<file path="src/rtl/pcs_4b5b_pkg.sv">
// Shared 100BASE-X PCS definitions: transmit FSM states, control code groups
// and the 4B5B data code table.
package pcs_4b5b_pkg;

  typedef enum logic [2:0] {
    ST_IDLE,
    ST_J,
    ST_K,
    ST_DATA,
    ST_T,
    ST_R,
    ST_DROP
  } tx_state_t;

  localparam logic [4:0] CODE_I = 5'b11111;
  localparam logic [4:0] CODE_J = 5'b11000;
  localparam logic [4:0] CODE_K = 5'b10001;
  localparam logic [4:0] CODE_T = 5'b01101;
  localparam logic [4:0] CODE_R = 5'b00111;

  function automatic logic [4:0] enc4b5b(input logic [3:0] nibble);
    logic [4:0] code;
    case (nibble)
      4'h0:    code = 5'b11110;
      4'h1:    code = 5'b01001;
      4'h2:    code = 5'b10100;
      4'h3:    code = 5'b10101;
      4'h4:    code = 5'b01010;
      4'h5:    code = 5'b01011;
      4'h6:    code = 5'b01110;
      4'h7:    code = 5'b01111;
      4'h8:    code = 5'b10010;
      4'h9:    code = 5'b10011;
      4'hA:    code = 5'b10110;
      4'hB:    code = 5'b10111;
      4'hC:    code = 5'b11010;
      4'hD:    code = 5'b11011;
      4'hE:    code = 5'b11100;
      default: code = 5'b11101;
    endcase
    return code;
  endfunction

endpackage

</file>
<file path="src/rtl/nrzi_enc5.sv">
// 5-bit parallel NRZI encoder; bit 4 is the first bit on the line and the
// final line level is carried into the next word.
module nrzi_enc5 #(
  parameter logic INIT_LEVEL = 1'b0
) (
  input  logic       i_clk,
  input  logic       i_res_n,
  input  logic [4:0] i_code,
  output logic [4:0] o_nrzi
);

  logic       level_reg;
  logic [4:0] nrzi_reg;
  logic [4:0] nrzi_next;
  logic       lvl;

  // A one toggles the line, a zero holds it; walk MSB first.
  always_comb begin
    lvl       = level_reg;
    nrzi_next = 5'b00000;
    for (int k = 4; k >= 0; k--) begin
      lvl          = lvl ^ i_code[k];
      nrzi_next[k] = lvl;
    end
  end

  always_ff @(posedge i_clk or negedge i_res_n) begin
    if (!i_res_n) begin
      level_reg <= INIT_LEVEL;
      nrzi_reg  <= 5'b00000;
    end else begin
      level_reg <= nrzi_next[0];
      nrzi_reg  <= nrzi_next;
    end
  end

  assign o_nrzi = nrzi_reg;

endmodule

</file>
<file path="src/rtl/tx_4b5b_nrzi_enc.sv">
// 100BASE-X transmit PCS: wraps MII nibbles in /J/K/ ... /T/R/, fills gaps
// with /I/, and NRZI-encodes each code group for the serializer.
module tx_4b5b_nrzi_enc
  import pcs_4b5b_pkg::*;
#(
  parameter int   CNT_W      = 16,
  parameter logic INIT_LEVEL = 1'b0
) (
  input  logic             i_clk,
  input  logic             i_res_n,
  input  logic             i_tx_en,
  input  logic [3:0]       i_tx_data,
  output logic [4:0]       o_code,
  output logic [4:0]       o_nrzi,
  output logic             o_busy,
  output logic             o_tx_err,
  output logic [CNT_W-1:0] o_frame_cnt
);

  tx_state_t        state_reg;
  logic [4:0]       code_reg;
  logic             busy_reg;
  logic             err_reg;
  logic [CNT_W-1:0] cnt_reg;

  // state_reg names the code group currently held in code_reg, so a sample
  // at edge n selects the code group presented after edge n.
  always_ff @(posedge i_clk or negedge i_res_n) begin
    if (!i_res_n) begin
      state_reg <= ST_IDLE;
      code_reg  <= CODE_I;
      busy_reg  <= 1'b0;
      err_reg   <= 1'b0;
      cnt_reg   <= '0;
    end else begin
      err_reg <= 1'b0;
      case (state_reg)
        ST_IDLE: begin
          if (i_tx_en) begin
            state_reg <= ST_J;
            code_reg  <= CODE_J;
            busy_reg  <= 1'b1;
          end else begin
            code_reg  <= CODE_I;
            busy_reg  <= 1'b0;
          end
        end
        ST_J: begin
          busy_reg <= 1'b1;
          if (i_tx_en) begin
            state_reg <= ST_K;
            code_reg  <= CODE_K;
          end else begin
            state_reg <= ST_T;
            code_reg  <= CODE_T;
          end
        end
        ST_K, ST_DATA: begin
          busy_reg <= 1'b1;
          if (i_tx_en) begin
            state_reg <= ST_DATA;
            code_reg  <= enc4b5b(i_tx_data);
          end else begin
            state_reg <= ST_T;
            code_reg  <= CODE_T;
          end
        end
        ST_T: begin
          // tx_en back high while the end-of-stream is still going out is an
          // IPG violation; R is sent regardless and the new frame dropped.
          state_reg <= ST_R;
          code_reg  <= CODE_R;
          busy_reg  <= 1'b1;
          err_reg   <= i_tx_en;
          cnt_reg   <= cnt_reg + CNT_W'(1);
        end
        ST_R: begin
          state_reg <= err_reg ? ST_DROP : ST_IDLE;
          code_reg  <= CODE_I;
          busy_reg  <= 1'b0;
        end
        ST_DROP: begin
          state_reg <= i_tx_en ? ST_DROP : ST_IDLE;
          code_reg  <= CODE_I;
          busy_reg  <= 1'b0;
        end
        default: begin
          state_reg <= ST_IDLE;
          code_reg  <= CODE_I;
          busy_reg  <= 1'b0;
        end
      endcase
    end
  end

  nrzi_enc5 #(
    .INIT_LEVEL(INIT_LEVEL)
  ) u_nrzi (
    .i_clk  (i_clk),
    .i_res_n(i_res_n),
    .i_code (code_reg),
    .o_nrzi (o_nrzi)
  );

  assign o_code      = code_reg;
  assign o_busy      = busy_reg;
  assign o_tx_err    = err_reg;
  assign o_frame_cnt = cnt_reg;

endmodule
</file>
<file path="config.mk">
export PLATFORM = sky130hd
export DESIGN_NAME = tx_4b5b_nrzi_enc
export DESIGN_NICKNAME = d
export VERILOG_FILES = /design/src/rtl/pcs_4b5b_pkg.sv /design/src/rtl/nrzi_enc5.sv /design/src/rtl/tx_4b5b_nrzi_enc.sv
export SDC_FILE = /design/constraint.sdc
export NUM_CORES = 1
export LEC_CHECK = 0
export CAP_MARGIN = 15
export CORE_MARGIN = 1
export CORE_UTILIZATION = 48
export CTS_BUF_LIST = sky130_fd_sc_hd__clkbuf_8 sky130_fd_sc_hd__clkbuf_16
export CTS_CLUSTER_SIZE = 10
export DETAILED_ROUTE_END_ITERATION = 10
export GPL_TIMING_DRIVEN = 0
export PLACE_DENSITY = 0.78
export SLEW_MARGIN = 5
export SYNTH_ARGS = -nofsm -noshare
export SYNTH_HDL_FRONTEND = slang
export SYNTH_HIERARCHICAL = 1
export SYNTH_SLANG_ARGS = --single-unit
</file>
<file path="constraint.sdc">
create_clock -name i_clk -period 1.85 [get_ports i_clk]
set_input_delay 0.4625 -clock i_clk [delete_from_list [all_inputs] [get_ports i_clk]]
set_output_delay 0.4625 -clock i_clk [all_outputs]
set_load 0.01 [all_outputs]
</file>
==> results.md, run 1 <==
- Final wirelength: between 2000 and 3000 um
- Cells after Synth: 121
- Most common cell after layout, fill and taps aside: clkdlybuf4s50_1
- Distinct cells, synth: 37
- Initial antenna violation count: 0
- Clock period minus worst slack: 1810 ps
- Top delay family on crit path: flip-flops
- Clock sinks: 31
- Placer Congestion: roughly 0.87
- Routed len/inst: around 14 um
- Worst path max stage delay: between 500 and 600 ps
- Arrival @ worst endpoint: 1350 ps
- TritonCTS buffer count: 5
- HPWL after DPL: 2010 um
- Die Wd: 56.3 um
- M3 GR Usage: 7.83%
- Max cap viols: 0
- Final hold viol count: 0
- Starting DRT DRC Count: 37
- Port buffer count: 34
- Layout Nets: around 170
- Largest net degree at the start of global routing: 18
- Critical path's slowest cell: dfstp_2
- Routed via count: 1077
- Hold Buf Count CTS: 0
- Worst IR Drop VDD: 0.00130 V
- Vias in the first global route: 1057
- Register area: between 700 and 800 um^2
- Final worst-path cycle share: 97.7%
- Num rows: 19
- CP Data Required Time: around 1400 ps
- CTS HTree Levels: 2
- Clk pin slew, worst setup/hold paths: 60 ps
- Setup CP Type: flip-flop to primary output
- Global routing's busiest layer: met2
- Worst R2R Setup Slack: 290 ps
- Met1 usage in global routing: between 20% and 30%
- Met2 GRT Util: 33.2%
- Synth-to-Final Area Change: 35.5%
- Multi-input logic area: 586 um^2
- IO Count: 35
- Crit start category: flip-flop
- Setup total negative slack: 0 ps
- Crit path buffers/inverters: 1
- Antenna Nets Post-Route: 0
- Area of the core: between 0.002 and 0.003 mm^2
- Total power: 2.91 mW
- CTS Buffer Depth: 2
- Max reg flops: 16
- Fillers: between 200 and 250
- Worst setup margin: around 42 ps
- Mapped Nets: 129
- Die area: approximately 0.0032 mm^2
- RSZ-0062 raised after global routing: no
- Worst hold path class: flip-flop to flip-flop
- Die H: 56.3 um
- Clk root buf: clkbuf_8
- Yosys Warn Count: 6
- Fraction of layout cells with a size suffix above 1: 13.9%
- GRT Residual Overflow: 0
- Worst-Margin Slew: 770 ps
- Initial Util: 50.8%
- Max Clk Rate: 553 MHz
- Global-route wire length before repair: roughly 4700 um
- Power Density: 1520 mW/mm^2
- Worst-path cell chain: clkdlybuf4s50_1
- DRC Markers: 0
- Crit-path max FO: 2
- Via/cell ratio: 5.49
- Commonest cells after routing, fill and taps aside: clkdlybuf4s50_1 (31), dfrtp_1 (26), xnor2_1 (15)
- Pleak: 0.819 nW
- Total iterations of the first detailed-routing run: 4
- Max-slew violation count: 0
- CTS tree: built
- Worst-Skew Late Latency: 280 ps
- Final setup viols: 0
- Cell Area, Synth: 0.00141 mm^2
- GRT Total Usage: around 20%
- Post-synthesis area per instance: ~12 um^2
- Sequential share of the synthesized area: 55.4%
- Worst setup EP type: primary output
- Layout Skew: 5.08 ps
- Register bit total from synthesis: 31
- Number of diodes: 0
- Pre-CTS setup slack: 59.6 ps
- Outcome: completed
- Worst slew margin: about half
metal layers:
metal,up-vias,wire [um],share of wire (%)
li1,500,-,-
met1,531,1110,40
met2,40,1420,52
met3,6,156,5.7
met4,0,54,2.0
met5,-,0,0
power breakdown:
group          leakage [nW]  switching (mW)  internal [mW]
Clock                0.0557           0.237          0.333
Combinational         0.374           0.532          0.705
Sequential            0.389           0.173          0.927
Total                 0.819           0.942           1.97
worst paths after layout:
| path | from | to | cells past startpoint |
|---|---|---|---|
| worst max-delay path | o_code[3] | o_code[3] | 1 |
| worst min-delay path | o_frame_cnt[15] | o_frame_cnt[15] | 1 |
| worst max register to register | state_reg[0] | o_frame_cnt[7] | 5 |
| worst min register to register | o_frame_cnt[15] | o_frame_cnt[15] | 1 |
| max in group asynchronous | i_res_n | o_code[0] | 2 |
| min in group asynchronous | i_res_n | o_frame_cnt[7] | 1 |
final cells by class:
cell class | instances | area share [%]
flip-flops and latches | 31 | 40.8
clock inverters | 1 | 0.196
well taps | 31 | 2.03
multi-input cells | 81 | 30.6
inverters | 5 | 0.980
plain buffers | 4 | 1.37
repair buffers | 36 | 19.0
clock buffers | 7 | 5.03
metrics by stage:
| stage | std cells | utilization [%] | instance area, um^2 | hold slack, ps |
|---|---|---|---|---|
| floorplan | 121 | - | 1410 | 167 |
| global placement | 186 | 64.4 | 1790 | 460 |
| detailed placement | 187 | 65.0 | 1810 | 478 |
| CTS | 195 | 68.5 | 1900 | 491 |
| global route | 196 | 68.8 | 1910 | 507 |
| finish | 196 | 68.8 | 1910 | 476 |
logic make-up after synthesis:
kind of cell	count (synthesis)	share of synthesized area, %
simple gates	38	15.1
flops	31	55.4
mux	3	2.21
compound gates	18	7.71
xor+xnor	21	15.6
buf+inv	9	3.19
fa+ha+maj	1	0.886
synthesized netlist by cell type (all sizes together):
cell,number,share of area [%]
or3b,1,0.80
a311oi,1,0.62
dfstp,5,9.3
a211o,1,0.62
and4,3,2.0
buf,2,1.3
o21ai,9,3.2
o22ai,1,0.44
nand4,6,2.7
clkbuf,2,0.53
ha,1,0.89
o22a,1,0.62
nor3b,1,0.89
mux2,1,0.80
and2,1,0.44
xnor3,2,3.3
and3,1,0.44
nand3,5,1.8
dfrtp,26,46
nand2,8,2.1
o211ai,1,0.53
mux2i,2,1.4
inv,5,1.3
xor2,4,3.0
nor3,2,0.71
o31ai,1,0.53
a21oi,2,0.71
a31oi,1,0.44
nor2,10,3.2
xnor2,15,9.3
what timing repair did:
item | CTS | global route
setup endpoints to repair | 2 | 2
setup buffers | 0 | 1
gates resized for setup | 2 | 1
Power figures use the tool's default switching activity.
==> run 2: changes to the inputs <==
Settings changed: CELL_PAD_IN_SITES_DETAIL_PLACEMENT set to 1, CELL_PAD_IN_SITES_GLOBAL_PLACEMENT set to 1, CORE_MARGIN 1 to 2, CORE_UTILIZATION 48 to 37, PLACE_DENSITY 0.78 to 0.83.
==> run 2 against run 1 <==
Effect of this change:
- sequential share of layout area down 0.31 points
- largest power group unchanged
- final cell count grew 8.2%
- sequential power about the same
- largest cell class unchanged
- first-iteration DRC count fell by 43%
- die area grew 37%
- cell area is 0.91% higher
- critical path depth stayed put
- critical endpoint unchanged
- global-route usage is 2.9 points lower
- core utilization down 16 points
==> results.md, run 2 (synthesis gave the netlist of run 1 again) <==
- Psw: 988 uW
- Crit path buffers/inverters: 1
- Initial Util: 38.6%
- Crit-path max FO: 2
- Largest net degree at the start of global routing: 19
- TritonCTS buffer count: 5
- Critical path's slowest cell: dfstp_2
- Sequential share of power: 37.4%
- Die area: 0.00433 mm^2
- Number of diodes: 0
- Most common cell after layout, fill and taps aside: clkdlybuf4s50_1
- CTS HTree Levels: 2
- Max cap viols: 0
- RSZ-0062 raised after global routing: no
- Routed via count: 1058
- Clock Power Share: 19.6%
- HPWL after DPL: 2330 um
- Num rows: 22
- Post-CTS setup buffer count: 0
- Worst R2R Setup Slack: roughly 260 ps
- Routed len/inst: about 16 um
- Max reg flops: 16
- Clock period minus worst slack: 1800 ps
- Power Density: 1520 mW/mm^2
- Clk root buf: clkbuf_8
- Worst path max stage delay: 540 ps
- Top delay family on crit path: flip-flops
- Total iterations of the first detailed-routing run: 4
- Layout Skew: 8.05 ps
- Clock sinks: 31
- Global-route wire length before repair: 5440 um
- CTS tree: built
- Initial antenna violation count: 0
- Commonest cells after routing, fill and taps aside: clkdlybuf4s50_1 (30), dfrtp_1 (25), xnor2_1 (15)
- CTS Buffer Depth: 2
- Setup total negative slack: 0 ps
- Worst IR Drop VDD: approximately 0.00076 V
- Max-slew violation count: 0
- Synth-to-Final Area Change: 36.8%
- Final worst-path cycle share: 97.5%
- Int Power: slightly below 2 mW
- Starting DRT DRC Count: 21
- Clk pin slew, worst setup/hold paths: 60 ps
- Layout Nets: around 170
- Via/cell ratio: 4.99
- Fraction of layout cells with a size suffix above 1: 14.0%
- Port buffer count: 34
- GRT Total Usage: 17.1%
- Placer Congestion: 0.744
- Placed Cells: between 200 and 250
- Arrival @ worst endpoint: 1340 ps
- Pleak: approximately 0.82 nW
- Final hold viol count: 0
- Hold Buf Count CTS: 0
- Worst setup EP type: primary output
- DRC Markers: 0
- Worst hold path class: flip-flop to flip-flop
- Final setup viols: 0
- CP Data Required Time: 1390 ps
- Worst-Skew Late Latency: 280 ps
- Comb power frac: 43.0%
- Die Wd: approximately 66 um
- Vias in the first global route: 1124
- Worst slew margin: 43.4%
- Worst-path cell chain: clkdlybuf4s50_1
- Setup CP Type: flip-flop to primary output
- Crit start category: flip-flop
- Antenna Nets Post-Route: 0
- Post-cts sizing count: 2
- Final cell count without fillers: roughly 210
- Max Clk Rate: 555 MHz
- GRT Residual Overflow: 0
- Die H: roughly 66 um
- Area of the core: 0.00366 mm^2
- Outcome: completed
- Switching share of total power: 33.6%
- Worst-Margin Slew: approximately 850 ps
- Final wirelength: 3290 um
- IO Count: 35
==> run 2: changes by cell type in the layout (fill, tap and decap cells not counted), sizes merged <==
cell and delta:
clkdlybuf4s50 -1, buf -1, dlymetal6s2s +1
==> run 2: area by class of cell <==
cell class	count	area [um^2]
buffer	4	26.3
clock buffer	7	96.3
clock inverter	1	3.75
fill	395	1730
inverter	5	18.8
multi-input combinational	81	586
sequential	31	783
tap	48	60.1
timing repair buffer	35	358
==> run 2: path summary, 6_finish.rpt <==
check / depth (start not counted) / to / startpoint
worst max-delay path: 1 / o_code[3] / o_code[3]
worst min-delay path: 1 / o_frame_cnt[15] / o_frame_cnt[15]
min in group asynchronous: 1 / o_tx_err / i_res_n
worst min register to register: 1 / o_frame_cnt[15] / o_frame_cnt[15]
worst max register to register: 5 / o_frame_cnt[7] / state_reg[0]
max in group asynchronous: 2 / o_code[0] / i_res_n
==> run 2: layer usage <==
metal,share of wire [%],track usage [%],routed length (um)
met5,0,0,0
met4,2.6,9.38,84
met3,3.9,5.79,129
met2,51,27.3,1680
met1,42,20.2,1390
==> run 2: power by group through the flow <==
| stage | Combinational [mW] | Clock [mW] | Sequential [mW] |
|---|---|---|---|
| global route | 1.38 | 0.621 | 1.13 |
| CTS | 1.26 | 0.596 | 1.10 |
| finish | 1.26 | 0.576 | 1.10 |
| floorplan | 0.685 | 0 | 1.16 |
| global placement | 1.21 | 0 | 1.09 |
| detailed placement | 1.25 | 0 | 1.11 |
==> run 2: stage by stage <==
stage	util [%]	setup WS [ps]	area, um^2	hold WS, ps	total power [mW]
after global placement	49.5	-191	1810	464	2.30
final	52.8	46.7	1930	477	2.94
after global routing	52.8	1.17	1930	515	3.13
after CTS	52.6	16.5	1930	480	2.96
after detailed placement	49.9	108	1830	471	2.36
after floorplan	-	363	1410	167	1.84
